### src/rtl/pc_sequencer_pkg.sv
// pc_seq_pkg: shared types for the program-counter sequencer.
//   state_e     - sequencer FSM encoding (IDLE=0 .. DONE=4), exported on o_state
//   redir_src_e - which source currently redirects the PC
//   NB_ADDR_DEF - default PC / target address width
package pc_seq_pkg;

  localparam int NB_ADDR_DEF = 32;

  typedef enum logic [2:0] {
    ST_IDLE  = 3'd0,
    ST_RUN   = 3'd1,
    ST_STEP  = 3'd2,
    ST_DRAIN = 3'd3,
    ST_DONE  = 3'd4
  } state_e;

  typedef enum logic [1:0] {
    REDIR_NONE   = 2'd0,
    REDIR_BRANCH = 2'd1,
    REDIR_JUMP   = 2'd2
  } redir_src_e;

endpackage

### src/rtl/pc_sequencer_if.sv
// pc_seq_if: redirect requests from hazard unit / ID / EX and the resulting
// PC control lines.
//   master - the sequencer: takes requests, drives PC jump/halt/stall + flushes
//   slave  - the pipeline side: drives requests, observes PC control
interface pc_seq_if #(parameter int NB_ADDR = 32);
  logic               i_hazard_stall;
  logic               i_br_taken;
  logic [NB_ADDR-1:0] i_br_target;
  logic               i_jmp_valid;
  logic [NB_ADDR-1:0] i_jmp_target;
  logic               o_pc_jump;
  logic [NB_ADDR-1:0] o_pc_addr2jump;
  logic               o_pc_halt;
  logic               o_pc_stall;
  logic               o_flush_if;
  logic               o_flush_id;

  modport master (
    input  i_hazard_stall, i_br_taken, i_br_target, i_jmp_valid, i_jmp_target,
    output o_pc_jump, o_pc_addr2jump, o_pc_halt, o_pc_stall, o_flush_if, o_flush_id
  );

  modport slave (
    output i_hazard_stall, i_br_taken, i_br_target, i_jmp_valid, i_jmp_target,
    input  o_pc_jump, o_pc_addr2jump, o_pc_halt, o_pc_stall, o_flush_if, o_flush_id
  );
endinterface

### src/rtl/pc_sequencer_redirect_arbiter.sv
// pc_redirect_arbiter: combinational redirect priority.
//   i_active          - sequencer is in RUN/STEP (otherwise everything is 0)
//   i_br_taken/target - EX branch, highest priority, overrides stall
//   i_jmp_valid/target- ID jump, held off while the hazard unit stalls
//   i_hazard_stall    - load-use stall request
//   o_jump/o_addr     - PC jump and address (address 0 when no jump)
//   o_flush_if/id     - pipeline register flushes
//   o_stall           - PC stall
module pc_redirect_arbiter
  import pc_seq_pkg::*;
#(
  parameter int NB_ADDR = NB_ADDR_DEF
) (
  input  logic               i_active,
  input  logic               i_br_taken,
  input  logic [NB_ADDR-1:0] i_br_target,
  input  logic               i_jmp_valid,
  input  logic [NB_ADDR-1:0] i_jmp_target,
  input  logic               i_hazard_stall,
  output logic               o_jump,
  output logic [NB_ADDR-1:0] o_addr,
  output logic               o_flush_if,
  output logic               o_flush_id,
  output logic               o_stall
);

  redir_src_e w_src;

  always_comb begin
    w_src = REDIR_NONE;
    if (i_active) begin
      if (i_br_taken)                         w_src = REDIR_BRANCH;
      else if (i_jmp_valid && !i_hazard_stall) w_src = REDIR_JUMP;
    end
  end

  always_comb begin
    o_jump     = 1'b0;
    o_addr     = '0;
    o_flush_if = 1'b0;
    o_flush_id = 1'b0;
    o_stall    = 1'b0;
    case (w_src)
      REDIR_BRANCH: begin
        // branch is older than the hazard, so it wins over the stall
        o_jump     = 1'b1;
        o_addr     = i_br_target;
        o_flush_if = 1'b1;
        o_flush_id = 1'b1;
      end
      REDIR_JUMP: begin
        o_jump     = 1'b1;
        o_addr     = i_jmp_target;
        o_flush_if = 1'b1;
      end
      default: o_stall = i_active & i_hazard_stall;
    endcase
  end

endmodule

### src/rtl/pc_sequencer.sv
// pc_sequencer: drives PC jump/halt/stall from redirects, hazards and the
// debug unit (run / single step / stop / HALT drain).
//   clk, i_rst        - clock, asynchronous active-high reset
//   i_dbg_run/step/stop - debug pulses
//   i_halt_instr      - HALT opcode in ID
//   bus (master)      - redirect requests in, PC control + flushes out
//   o_state           - FSM state (IDLE=0 RUN=1 STEP=2 DRAIN=3 DONE=4)
//   o_halted          - registered, high in DONE
//   o_step_done       - registered 1-cycle pulse when a step completes
// Optional: PC_SEQ_BKPT_EN adds i_pc, i_bkpt_addr, i_bkpt_valid, o_bkpt_hit
// (single hardware breakpoint, checked in RUN only).
module pc_sequencer
  import pc_seq_pkg::*;
#(
  parameter int NB_ADDR      = NB_ADDR_DEF,
  parameter int DRAIN_CYCLES = 4
) (
  input  logic               clk,
  input  logic               i_rst,
`ifdef PC_SEQ_BKPT_EN
  input  logic [NB_ADDR-1:0] i_pc,
  input  logic [NB_ADDR-1:0] i_bkpt_addr,
  input  logic               i_bkpt_valid,
  output logic               o_bkpt_hit,
`endif
  input  logic               i_dbg_run,
  input  logic               i_dbg_step,
  input  logic               i_dbg_stop,
  input  logic               i_halt_instr,
  pc_seq_if.master           bus,
  output logic [2:0]         o_state,
  output logic               o_halted,
  output logic               o_step_done
);

  localparam int CNT_W = $clog2(DRAIN_CYCLES + 1);

  state_e             r_state;
  logic [CNT_W-1:0]   r_drain_cnt;
  logic               w_run_or_step;
  logic               w_bkpt;
  logic               w_active;
  logic               w_jump;
  logic [NB_ADDR-1:0] w_addr;
  logic               w_flush_if;
  logic               w_flush_id;
  logic               w_stall;

  assign w_run_or_step = (r_state == ST_RUN) || (r_state == ST_STEP);

`ifdef PC_SEQ_BKPT_EN
  assign w_bkpt = (r_state == ST_RUN) && i_bkpt_valid &&
                  (i_pc == i_bkpt_addr) && !bus.i_br_taken;
`else
  assign w_bkpt = 1'b0;
`endif

  // a breakpoint hit halts the PC in the same cycle, so no redirect either
  assign w_active = w_run_or_step && !w_bkpt;

  pc_redirect_arbiter #(.NB_ADDR(NB_ADDR)) u_arb (
    .i_active       (w_active),
    .i_br_taken     (bus.i_br_taken),
    .i_br_target    (bus.i_br_target),
    .i_jmp_valid    (bus.i_jmp_valid),
    .i_jmp_target   (bus.i_jmp_target),
    .i_hazard_stall (bus.i_hazard_stall),
    .o_jump         (w_jump),
    .o_addr         (w_addr),
    .o_flush_if     (w_flush_if),
    .o_flush_id     (w_flush_id),
    .o_stall        (w_stall)
  );

  assign bus.o_pc_jump      = w_jump;
  assign bus.o_pc_addr2jump = w_addr;
  assign bus.o_flush_if     = w_flush_if;
  assign bus.o_flush_id     = w_flush_id;
  assign bus.o_pc_stall     = w_stall;
  assign bus.o_pc_halt      = !w_active;
  assign o_state            = r_state;

  always_ff @(posedge clk or posedge i_rst) begin
    if (i_rst) begin
      r_state     <= ST_IDLE;
      r_drain_cnt <= '0;
      o_halted    <= 1'b0;
      o_step_done <= 1'b0;
`ifdef PC_SEQ_BKPT_EN
      o_bkpt_hit  <= 1'b0;
`endif
    end else begin
      o_step_done <= 1'b0;
`ifdef PC_SEQ_BKPT_EN
      o_bkpt_hit  <= 1'b0;
`endif
      case (r_state)
        ST_IDLE: begin
          if (i_dbg_run)       r_state <= ST_RUN;
          else if (i_dbg_step) r_state <= ST_STEP;
        end
        ST_RUN: begin
          // a taken branch makes a same-cycle HALT wrong-path
          if (bus.i_br_taken) begin
            r_state <= ST_RUN;
          end else if (w_bkpt) begin
            r_state <= ST_IDLE;
`ifdef PC_SEQ_BKPT_EN
            o_bkpt_hit <= 1'b1;
`endif
          end else if (i_halt_instr && !bus.i_hazard_stall) begin
            r_state     <= ST_DRAIN;
            r_drain_cnt <= CNT_W'(DRAIN_CYCLES - 1);
          end else if (i_dbg_stop) begin
            r_state <= ST_IDLE;
          end
        end
        ST_STEP: begin
          // a stalled step has not advanced yet; retry next cycle
          if (w_stall) begin
            r_state <= ST_STEP;
          end else if (i_halt_instr && !bus.i_br_taken) begin
            r_state     <= ST_DRAIN;
            r_drain_cnt <= CNT_W'(DRAIN_CYCLES - 1);
          end else begin
            r_state     <= ST_IDLE;
            o_step_done <= 1'b1;
          end
        end
        ST_DRAIN: begin
          if (r_drain_cnt == '0) begin
            r_state  <= ST_DONE;
            o_halted <= 1'b1;
          end else begin
            r_drain_cnt <= r_drain_cnt - 1'b1;
          end
        end
        ST_DONE: begin
          o_halted <= 1'b1;
        end
        default: r_state <= ST_IDLE;
      endcase
    end
  end

endmodule

### src/flat_wrapper.sv
// flat-port wrapper written by rule: the top's interface ports become plain ports
module pc_sequencer_flat import pc_seq_pkg::*;
#(
  parameter int NB_ADDR      = NB_ADDR_DEF,
  parameter int DRAIN_CYCLES = 4
)
  (clk, i_rst, i_dbg_run, i_dbg_step, i_dbg_stop, i_halt_instr, o_state, o_halted, o_step_done, bus_i_hazard_stall, bus_i_br_taken, bus_i_br_target, bus_i_jmp_valid, bus_i_jmp_target, bus_o_pc_jump, bus_o_pc_addr2jump, bus_o_pc_halt, bus_o_pc_stall, bus_o_flush_if, bus_o_flush_id);
  pc_seq_if #(.NB_ADDR(NB_ADDR)) bus_i ();
  input  logic clk;
  input  logic i_rst;
  input  logic i_dbg_run;
  input  logic i_dbg_step;
  input  logic i_dbg_stop;
  input  logic i_halt_instr;
  output logic [2:0] o_state;
  output logic o_halted;
  output logic o_step_done;
  input wire logic [$bits(bus_i.i_hazard_stall)-1:0] bus_i_hazard_stall;
  input wire logic [$bits(bus_i.i_br_taken)-1:0] bus_i_br_taken;
  input wire logic [$bits(bus_i.i_br_target)-1:0] bus_i_br_target;
  input wire logic [$bits(bus_i.i_jmp_valid)-1:0] bus_i_jmp_valid;
  input wire logic [$bits(bus_i.i_jmp_target)-1:0] bus_i_jmp_target;
  output wire logic [$bits(bus_i.o_pc_jump)-1:0] bus_o_pc_jump;
  output wire logic [$bits(bus_i.o_pc_addr2jump)-1:0] bus_o_pc_addr2jump;
  output wire logic [$bits(bus_i.o_pc_halt)-1:0] bus_o_pc_halt;
  output wire logic [$bits(bus_i.o_pc_stall)-1:0] bus_o_pc_stall;
  output wire logic [$bits(bus_i.o_flush_if)-1:0] bus_o_flush_if;
  output wire logic [$bits(bus_i.o_flush_id)-1:0] bus_o_flush_id;
  assign bus_i.i_hazard_stall = bus_i_hazard_stall;
  assign bus_i.i_br_taken = bus_i_br_taken;
  assign bus_i.i_br_target = bus_i_br_target;
  assign bus_i.i_jmp_valid = bus_i_jmp_valid;
  assign bus_i.i_jmp_target = bus_i_jmp_target;
  assign bus_o_pc_jump = bus_i.o_pc_jump;
  assign bus_o_pc_addr2jump = bus_i.o_pc_addr2jump;
  assign bus_o_pc_halt = bus_i.o_pc_halt;
  assign bus_o_pc_stall = bus_i.o_pc_stall;
  assign bus_o_flush_if = bus_i.o_flush_if;
  assign bus_o_flush_id = bus_i.o_flush_id;
  pc_sequencer #(.NB_ADDR(NB_ADDR), .DRAIN_CYCLES(DRAIN_CYCLES)) u_core (.clk(clk), .i_rst(i_rst), .i_dbg_run(i_dbg_run), .i_dbg_step(i_dbg_step), .i_dbg_stop(i_dbg_stop), .i_halt_instr(i_halt_instr), .bus(bus_i), .o_state(o_state), .o_halted(o_halted), .o_step_done(o_step_done));
endmodule
### config.mk
export PLATFORM = sky130hd
export DESIGN_NAME = pc_sequencer_flat
export DESIGN_NICKNAME = d
export VERILOG_FILES = /design/src/rtl/pc_sequencer_pkg.sv /design/src/rtl/pc_sequencer_if.sv /design/src/rtl/pc_sequencer_redirect_arbiter.sv /design/src/rtl/pc_sequencer.sv /design/src/flat_wrapper.sv
export SDC_FILE = /design/constraint.sdc
export NUM_CORES = 1
export LEC_CHECK = 0
export ABC_AREA = 0
export BUFFER_PORTS_ARGS = -buffer_cell sky130_fd_sc_hd__buf_2
export CAP_MARGIN = 5
export CORE_MARGIN = 2
export CORE_UTILIZATION = 42
export DETAILED_ROUTE_END_ITERATION = 8
export PLACE_DENSITY_LB_ADDON = 0.12
export SETUP_SLACK_MARGIN = 0.15
export SLEW_MARGIN = 20
export SYNTH_ARGS = -nofsm -noshare
export SYNTH_HDL_FRONTEND = slang
export SYNTH_HIERARCHICAL = 1
export SYNTH_SLANG_ARGS = --single-unit
### constraint.sdc
create_clock -name clk -period 2.3 [get_ports clk]
set_input_delay 0.115 -clock clk [delete_from_list [all_inputs] [get_ports clk]]
set_output_delay 0.115 -clock clk [all_outputs]
set_load 0.005 [all_outputs]
Yosys cells after proc, flatten, opt, wreduce, memory -nomap -nowiden
Cells that the tools add are included.
{"block": "totals", "ff_bits": 8, "input_bits": 73, "out_inout_bits": 42, "word_cells": 63}
{"block": "classes", "add_sub_neg": 1, "n_eq_ne": 14, "n_mux": 27, "bitwise": 2, "reduce_logical": 15}
{"operator": "$pmux 32 s2", "n": 1}
{"operator": "$mux 3", "n": 12}
{"operator": "$pmux 3 s5", "n": 1}
{"operator": "$ne 2x2->1 const B", "n": 5}
{"operator": "$pmux 3 s3", "n": 1}
{"operator": "$mux 2", "n": 4}
{"operator": "$mux 1", "n": 7}
{"operator": "$eq 3x2->1 const B", "n": 2}
{"operator": "$logic_not 3->1", "n": 2}
{"operator": "$reduce_and 6->1", "n": 1}
{"operator": "$ne 4x4->1 const B", "n": 1}
{"operator": "$reduce_and 4->1", "n": 1}
{"operator": "$eq 3x1->1 const B", "n": 1}
{"operator": "$eq 3x3->1 const B", "n": 1}
{"operator": "$logic_and 1x1->1", "n": 3}
{"operator": "$logic_not 1->1", "n": 3}
{"operator": "$ne 3x3->1 const B", "n": 1}
{"operator": "$reduce_bool 3->1", "n": 1}
{"operator": "$sub 3x1->3 const B", "n": 1}
{"operator": "$eq 2x1->1 const B", "n": 1}
{"operator": "$eq 2x2->1 const B", "n": 1}
{"operator": "$ne 2x1->1 const B", "n": 1}
{"operator": "$pmux 1 s2", "n": 1}
{"operator": "$reduce_and 2->1", "n": 1}
{"operator": "5 further kinds", "n": 5}

Longest topological paths before layout
Gate-level depths: netlist (run 1).
{"block": "logic_depth", "depth_word": 10, "mapped_depth": 9}

Modules after synthesis
The synthesis (run 1) kept the hierarchy.
{"mod": "pc_redirect_arbiter", "instances": 1, "cells_per_inst": 117, "area_per_inst_um2": 1011.0, "seq_area_each_um2": 0.0}
{"mod": "pc_sequencer", "instances": 1, "cells_per_inst": 61, "area_per_inst_um2": 581.8, "seq_area_each_um2": 200.2}

Worst setup path after synthesis (run 1)
No wires, ideal clock.
{"block": "synth_timing", "path_kind": "flip-flop to flip-flop", "start": "register u_core.r_state[0], in the netlist u_core/o_state[0]", "end": "register u_core.r_drain_cnt[1]", "arrival_time_ns": 1.789, "required_time_ns": 2.218, "slack_ns": 0.429, "stages_incl_launch_ff": 10, "n_path_buf": 1, "period_less_slack_ns": 1.871, "path_cell_list": "dfrtp_1 buf_4 xor2_1 nand2b_1 inv_1 and3b_1 nand4bb_1 a31oi_2 a21oi_1 a31oi_1"}
{"block": "synth_via", "elab_chain_cells": 8, "elab_cells_between_ends": 18, "cone_classes": "eq/ne (10); mux (3); bitwise (1); reduce/logical (4)"}
{"element": "start, declared", "line_no": "pc_sequencer.sv:38", "rtl": "state_e r_state;"}
{"element": "start signal, assigned", "line_no": "pc_sequencer.sv:85", "rtl": "r_state <= ST_IDLE;"}
{"element": "start signal, assigned", "line_no": "pc_sequencer.sv:99", "rtl": "if (i_dbg_run) r_state <= ST_RUN;"}
{"element": "start signal, assigned", "line_no": "pc_sequencer.sv:100", "rtl": "else if (i_dbg_step) r_state <= ST_STEP;"}
{"element": "$eq 3x1->1 / $eq 3x2->1 (equally long branches)", "line_no": "pc_sequencer.sv:49", "rtl": "assign w_run_or_step = (r_state == ST_RUN) || (r_state == ST_STEP);"}
{"element": "$logic_or 1x1->1 *", "line_no": "pc_sequencer.sv:49"}
{"element": "via u_core.w_active", "line_no": "pc_sequencer.sv:42", "rtl": "logic w_active;"}
{"element": "$mux 2", "line_no": "pc_sequencer_redirect_arbiter.sv:31", "rtl": "if (i_active) begin"}
{"element": "$eq 2x2->1 / $eq 2x1->1 (equally long branches)", "line_no": "pc_sequencer_redirect_arbiter.sv:43", "rtl": "case (w_src)"}
{"element": "$reduce_or 2->1 (no source line)"}
{"element": "$mux 1 *", "line_no": "pc_sequencer_redirect_arbiter.sv:43"}
{"element": "via bus_o_pc_stall", "line_no": "flat_wrapper.sv:26", "rtl": "output wire logic [$bits(bus_i.o_pc_stall)-1:0] bus_o_pc_stall;"}
{"element": "$ne 2x2->1 (no source line) *"}
{"element": "$reduce_and 6->1 (no source line) *"}
{"element": "end signal, assigned", "line_no": "pc_sequencer.sv:113", "rtl": "r_drain_cnt <= CNT_W'(DRAIN_CYCLES - 1);"}
{"element": "end signal, assigned", "line_no": "pc_sequencer.sv:124", "rtl": "r_drain_cnt <= CNT_W'(DRAIN_CYCLES - 1);"}
{"element": "end signal, assigned", "line_no": "pc_sequencer.sv:135", "rtl": "r_drain_cnt <= r_drain_cnt - 1'b1;"}
{"element": "end, declared", "line_no": "pc_sequencer.sv:39", "rtl": "logic [CNT_W-1:0] r_drain_cnt;"}
The timed path passes the listed nets; every way through them passes the cells marked *.
A chain may end at the register's enable or synchronous reset.

Worst setup path after layout (run 1)
{"block": "layout_timing", "start": "register u_core.r_state[0], in the netlist u_core/o_state[0]", "end": "register u_core.r_drain_cnt[1]"}
{"block": "layout_via", "elab_chain_cells": 8, "elab_cells_between_ends": 18, "cone_classes": "eq/ne (10); mux (3); bitwise (1); reduce/logical (4)"}
{"element": "$eq 3x1->1 / $eq 3x2->1 (equally long branches)", "line_no": "pc_sequencer.sv:49"}
{"element": "$logic_or 1x1->1 *", "line_no": "pc_sequencer.sv:49"}
{"element": "via u_core.w_active", "line_no": "pc_sequencer.sv:42"}
{"element": "$mux 2", "line_no": "pc_sequencer_redirect_arbiter.sv:31"}
{"element": "$eq 2x2->1 / $eq 2x1->1 (equally long branches)", "line_no": "pc_sequencer_redirect_arbiter.sv:43"}
{"element": "$reduce_or 2->1 (no source line)"}
{"element": "$mux 1 *", "line_no": "pc_sequencer_redirect_arbiter.sv:43"}
{"element": "$ne 2x2->1 (no source line) *"}
{"element": "$reduce_and 6->1 (no source line) *"}
Marked as above.

==> results of run 1 <==
path summary, 6_finish.rpt:
| check | depth (start not counted) | start | slack [ns] | endpoint |
|---|---|---|---|---|
| setup / recovery | 8 | u_core/o_state[0] | 0.55 | u_core/r_drain_cnt[1] |
| hold / removal | 3 | i_dbg_step | 0.31 | u_core/o_state[1] |
| setup reg to reg | 8 | u_core/o_state[0] | 0.55 | u_core/r_drain_cnt[1] |
| hold reg to reg | 1 | u_core/o_halted | 0.48 | u_core/o_halted |
| max in group asynchronous | 3 | i_rst | 1.66 | u_core/r_drain_cnt[1] |
| min in group asynchronous | 3 | i_rst | 0.39 | u_core/o_step_done |
metrics by stage:
stage                     setup slack [ns]  cells  util, %
after detailed placement             0.626    325     57.6
after global routing                 0.488    329     59.0
after floorplan                      0.429    178        -
after CTS                            0.548    329     59.0
final                                0.546    329     59.0
after global placement               0.667    325     57.6
placed cells by master, fill, tap and decap left out, types with 3 or more instances in the layout:
cell type / Yosys / layout
a21boi_1: 6 / 6
a21boi_2: 26 / 26
a21oi_1: 5 / 5
buf_2: 3 / 114
buf_4: 6 / 4
clkbuf_8: 0 / 3
dfrtp_1: 8 / 8
inv_1: 7 / 7
nand2_1: 24 / 24
nand2_2: 10 / 10
nand2b_1: 4 / 4
nand4bb_1: 34 / 34
nor2_1: 4 / 4
nor4_1: 4 / 4
registers in the layout, summed over array words and instances, names as in the netlist:
signal / count
u_core/o_step_done: 1
u_core/o_state: 3
u_core/r_drain_cnt: 3
u_core/o_halted: 1
layout make-up:
type                       instances  area [um^2]  area share, %
multi-input combinational        143         1200           55.6
timing repair buffer             120          631           29.2
sequential                         8          200           9.27
tap                               48         60.1           2.78
clock buffer                       3         41.3           1.91
inverter                           7         26.3           1.22
routing by layer:
metal	vias to the layer above	track usage (%)	wire, um
met5	-	0	0
met3	4	4.62	407
li1	863	-	-
met2	77	35.7	2080
met1	754	22.2	1940
met4	0	3.65	25
worst min-delay path, cell delays in order:
cell     delay (ns)
buf_2          0.07
nor4_1         0.04
o41ai_2        0.27
report_power, final:
group / internal [mW] / switching (mW) / total, mW
combinational: 0.750 / 0.620 / 1.37
sequential: 0.201 / 0.0350 / 0.236
clock: 0.114 / 0.0576 / 0.171
total: 1.06 / 0.712 / 1.78
cell families after synthesis:
kind of cell / count (synthesis) / synth area share, %
compound gates: 46 / 28.6
xor+xnor: 1 / 0.550
buf+inv: 27 / 12.0
flops: 8 / 12.6
simple gates: 94 / 44.7
fa+ha+maj: 2 / 1.57
cells in the mapped netlist (all sizes together), types with 2 or more instances:
cell type,number
a21boi,32
a21oi,5
a31oi,2
buf,14
clkbuf,6
dfrtp,8
ha,2
inv,7
nand2,34
nand2b,4
nand4bb,34
nor2,4
nor2b,3
nor3,2
nor4,4
or3,2
==> summary by stage, run 1 <==
Die
The vertical extent of the die is 65.6 um. The horizontal die dimension is 65.6 um. Once the floorplan was initialized, standard cells occupied 43.5% of the core. The number of rows in the core area is 22.

The number of top-level pins is 115. The die area is 0.00430 mm^2. The total core area is 0.00366 mm^2.

Logic synthesis
In the synthesized netlist the dominant register cell turns out to be dfrtp_1. The synthesized netlist occupies a cell area of 0.00159 mm^2. When the netlist entered floorplanning its net count stood at 253. Summed over all instances, the cell type with the most area after synthesis is nand4bb_1. In the synthesized netlist the async set-or-reset flop fraction comes to 100%. The share of the Yosys chip area taken by registers is 12.6%. The warning count from the yosys run is 6.

The synthesized netlist contains 39 unique library cells. The area share of the largest cell type after synthesis is 24.0%. Synthesis handed over a netlist of 178 instances.

The average size of a mapped cell is 8.95 um^2. Synthesis inferred 8 register bits. Ranked by total cell area, the synthesized netlist is headed by nand4bb_1 (24%), a21boi_2 (18%), dfrtp_1 (13%). The synthesized design contains 0 enable-type register cells.

Cells and area
The finished cells cover 0.00216 mm^2. The number of nets in the layout is 358. The share of post-route cells with drive strength above 1 is 58.7%. Fill cells in the final layout number 348. The number of diodes is 0. The layout overhead on the synthesized area is 35.6%.

Critical path
The highest cell delay on the worst timing path is 0.38 ns. The startpoint type of the worst setup path is a flip-flop. The start-to-end type of the worst setup path is reg -> reg.

The arrival time of the worst setup path is 1.90 ns. The worst endpoint required time is 2.44 ns. The category of the worst setup path capture point is a flip-flop. The number of buffers and inverters on the critical path is 1.

Walking the worst path, the cells encountered are xor2_1 -> nand2b_1 -> inv_1 -> and3b_1 -> nand4bb_1 -> a31oi_2 -> a21oi_1 -> a31oi_1. The cell type of the slowest stage on the worst timing path is dfrtp_1. The gate family responsible for the most delay along the worst path is compound AO/OA/AOI/OAI gates.

In this run the worst path has a maximum fanout of 5.

CTS
The worst-case clock buffer depth is 2. In this run, post-CTS repair resized a total of 0 instances. The count of clock tree sinks is 8. The register clock-pin slew on the reported worst setup and hold paths is 0.04 ns. The buffer count from post-CTS setup fixing is 0.

The tree is rooted in a clkbuf_8. The clock insertion delay at the later pin of the skew report is 0.23 ns. The number of levels the H-tree was split into is 1.

The hold buffer count at cts is 1. The clock tree from TritonCTS is done. The clock buffer count from CTS is 3.

Route
The sum of routed wire length over all layers is 4.45 mm. Dividing the detail-routed via count by the number of cells gives 5.16. The initial detailed-routing violation count is 89.

In the final routed layout, each cell accounts on average for 13.5 um. The count of nets left with antenna violations once routing finished came out at 0. The number of detailed-route iterations in the first pass is 4. The residual DRC count is 0. For this block, the via count after detailed routing is 1698.

Timing
The achievable clock frequency is 570 MHz. The headroom to the max-slew limit is 62.5%. The actual slew at the worst max-slew pin is 0.563 ns. The final number of hold-violating endpoints was 0. Setup repair after global routing left no endpoint under its margin.

The final clock skew is 0.00383 ns. The post-route clock period utilization is 76.2%. The total count of max-transition violations in the final report is 0. The worst hold margin is 0.311 ns.

Setup violations remaining at the end of the flow were counted as 0. The shortest clock period the worst path allows after layout is 1.75 ns. Setup total negative slack on the finished layout was measured at 0 ns.

Global route
The number of antenna violations at the first check in global routing was 0. The residual overflow from global routing is 0. Global routing used 19.2% of the available tracks across all layers.

The wire length of the first global-routing pass is 6.63 mm. The via count of the first global-routing pass came to 1484. Entering global routing, the biggest net connects 47 pins.

Power
The maximum resistive drop on vdd is 845 uV. The analysis attributes to cell leakage a power of 1.04 nW. The total power per unit cell area is 823 mW/mm^2. The total power is 1.78 mW.

Placement
The count of buffers added on input and output ports is 114. The congestion estimate from routability-driven global placement came to 0.811. The final HPWL from detailed placement is 3.14 mm.

The standard cell area after detailed placement is 0.00211 mm^2.

Job
The number of maximum-capacitance violations is 0.

Worst hold path
In this run the worst hold path is classified as in -> reg.

Run status
The flow ran to the end, and the final reports show no timing, DRC or antenna violations.
Power figures use the tool's default switching activity.
==> inputs of run 2 (changes only) <==
CORE_UTILIZATION = 38   (was 42)
clock period = 1.6 ns   (was 2.3 ns; I/O delays follow)
==> run 2 against run 1 <==
Effect of this change: the run now ends with setup timing left; cell count grew 4.6%; clock skew grew 0.0013 ns; die area grew 9.9%; first-iteration DRC count is 3.4% lower; via count is 2.7% higher; final area increased by 10%; maximum frequency grew 4.7%; worst hold slack got worse by 0.022 ns; combinational power is 100% higher; non-clock buffer count up 13; global-route usage is 2.9 points lower; largest power group unchanged.
==> summary by stage, run 2 (synthesis gave the netlist of run 1 again) <==
Run status
The flow ran to the end, but the final reports show violations. The checks that failed: setup timing.

Timing
The worst path setup slack after routing is -0.0748 ns (-0.621 ns). Setup repair after global routing could not meet its margin everywhere. The headroom to the max-slew limit is 63.1% (+0.56 points). The setup-violating endpoint count in the final report is 1 (+1). The shortest clock period the worst path allows after layout was 1.67 ns (-0.0789 ns). The actual slew at the worst max-slew pin is 0.554 ns (-0.00847 ns). The final total negative setup slack is -0.0748 ns (-0.0748 ns).

The final number of hold-violating endpoints was 0 (unchanged). The post-route clock period utilization is 105% (+28 points). The achievable clock frequency is 597 MHz (+4.7%).

The final clock skew is 0.00512 ns (+0.00129 ns). The total count of max-transition violations in the final report is 0 (unchanged).

Placement
The worst-case setup slack after placement is -0.0348 ns (-0.661 ns). The final HPWL from detailed placement is 3.20 mm (+1.9%). The cell count after placement was 331 (+1.8%). The routability congestion estimate is 0.825 (+1.7%). The port buffer count is 114 (unchanged).

Critical path
The biggest fanout along the worst timing path came to 4 (-1). The worst setup path is launched from a flip-flop. The worst setup path is captured at a flip-flop. The worst endpoint required time came to 1.74 ns (-0.70 ns). The start-to-end type of the worst setup path is reg -> reg.

The arrival time of the worst setup path is 1.82 ns (-0.08 ns).

CTS
The worst-case clock buffer depth was 2 (unchanged). TritonCTS built the clock tree. The clock buffer count from CTS is 3 (unchanged). The count of clock tree sinks is 8 (unchanged). The clock root buffer is clkbuf_8. The number of levels the H-tree was split into is 1 (unchanged). The register clock-pin slew on the reported worst setup and hold paths is 0.05 ns (about the same). The clock insertion delay at the later pin of the skew report is 0.23 ns (about the same).

Die
The die area is 0.00473 mm^2 (+9.9%). The number of rows in the core area is 23 (+4.5%). The number of top-level pins is 115 (unchanged).

The total core area is 0.00403 mm^2 (+10%). The starting utilization of the core area was 39.5% (-4.0 points). The horizontal die dimension is 68.7 um (+4.8%). The vertical extent of the die was 68.7 um (+4.8%).

Route
The number of vias per cell after detailed routing came to 5.07 (-1.8%). The initial detailed-routing violation count is 86 (-3.4%). The residual DRC count is 0 (unchanged).

The number of detailed-route iterations in the first pass was 4 (unchanged). The total via count after detailed routing is 1744 (+2.7%). The average wire length per cell after detail routing is 14.2 um (+5.2%). The sum of routed wire length over all layers came to 4.89 mm (+10%). The remaining antenna violation count is 0 (unchanged).

Cells and area
The layout overhead on the synthesized area is 49.1%. The number of nets in the layout is 371 (+3.6%). The count of placed standard cells in the final layout, fillers left out came to 344 (+4.6%).

The most common cell after layout, fill and taps aside is buf_2. Leaving out fill and tap cells, the most frequent cells in the layout are buf_2 (114), nand4bb_1 (33), a21boi_2 (30). The share of post-route cells with drive strength above 1 was 64.3% (+5.6 points). The number of diodes came to 0 (unchanged). The core utilization of the finished layout was 58.9% (about the same).

Power
The total power per unit cell area is 1420 mW/mm^2 (+73%). The maximum resistive drop on vdd came to 797 uV (-5.8%). The leakage dissipation was 1.14 nW (+9.0%).

Global route
The wire length of the first global-routing pass is 6.01 mm (-9.4%). The pin count of the biggest net entering global routing is 50 (+6.4%). The number of antenna violations at the first check in global routing is 0 (unchanged). The via count of the first global-routing pass is 1317 (-11%).

The total global routing track utilization is 16.3% (-2.9 points). The residual overflow from global routing came to 0 (unchanged).

Worst hold path
The worst hold-check path type is in -> reg.

Job
The number of maximum-capacitance violations came to 0 (unchanged).
run 2: worst max-delay path, stage by stage (launching register included):
cell and delay (ns):
dfrtp_1 0.38, xor2_1 0.16, nand2b_1 0.10, inv_2 0.05, and3b_2 0.20, nand4bb_4 0.20
a31oi_4 0.24, a21oi_2 0.08, a31oi_1 0.17
run 2: timing repair:
action,CTS,global route
hold endpoints to repair,8,0
gates resized for setup,1,13
endpoints found under the setup margin,41,44
cloned,0,4
pin swaps,1,4
hold buffers,1,0
setup buffers,2,3
run 2: where the power goes:
| group | internal (mW) | switching (mW) | leakage [nW] |
|---|---|---|---|
| registers | 0.289 | 0.0599 | 0.0979 |
| logic | 1.64 | 1.14 | 1.02 |
| clock network | 0.164 | 0.0848 | 0.0216 |
run 2: per-layer routing:
layer  vias to the layer above  share of wire, %  track usage, %
met4                         0              0.59            5.15
li1                        887                 -               -
met3                         6               9.1            2.11
met5                         -                 0               0
met1                       765                44            22.2
met2                        86                46            26.6
run 2: cell type report:
| cell class | count | area (um^2) |
|---|---|---|
| tap | 50 | 62.6 |
| multi-input combinational | 143 | 1270 |
| timing repair buffer | 133 | 771 |
| fill | 373 | 1650 |
| clock buffer | 3 | 41.3 |
| sequential | 8 | 200 |
| inverter | 7 | 26.3 |
run 2: stage by stage:
stage	power [mW]	hold slack [ns]	area, um^2
floorplan	1.71	-0.104	1600
global placement	2.35	0.0444	2130
detailed placement	2.35	0.0490	2130
CTS	2.68	0.271	2200
global route	3.63	0.295	2370
finish	3.37	0.289	2370
run 2: worst paths after layout:
path | slack, ns | from | end | cells after the start
hold reg to reg | 0.47 | u_core/o_halted | u_core/o_halted | 1
min in group asynchronous | 0.35 | i_rst | u_core/r_drain_cnt[0] | 3
hold / removal | 0.29 | i_dbg_step | u_core/o_state[1] | 3
setup reg to reg | -0.07 | u_core/o_state[0] | u_core/r_drain_cnt[1] | 8
setup / recovery | -0.07 | u_core/o_state[0] | u_core/r_drain_cnt[1] | 8
max in group asynchronous | 0.99 | i_rst | u_core/o_state[1] | 3
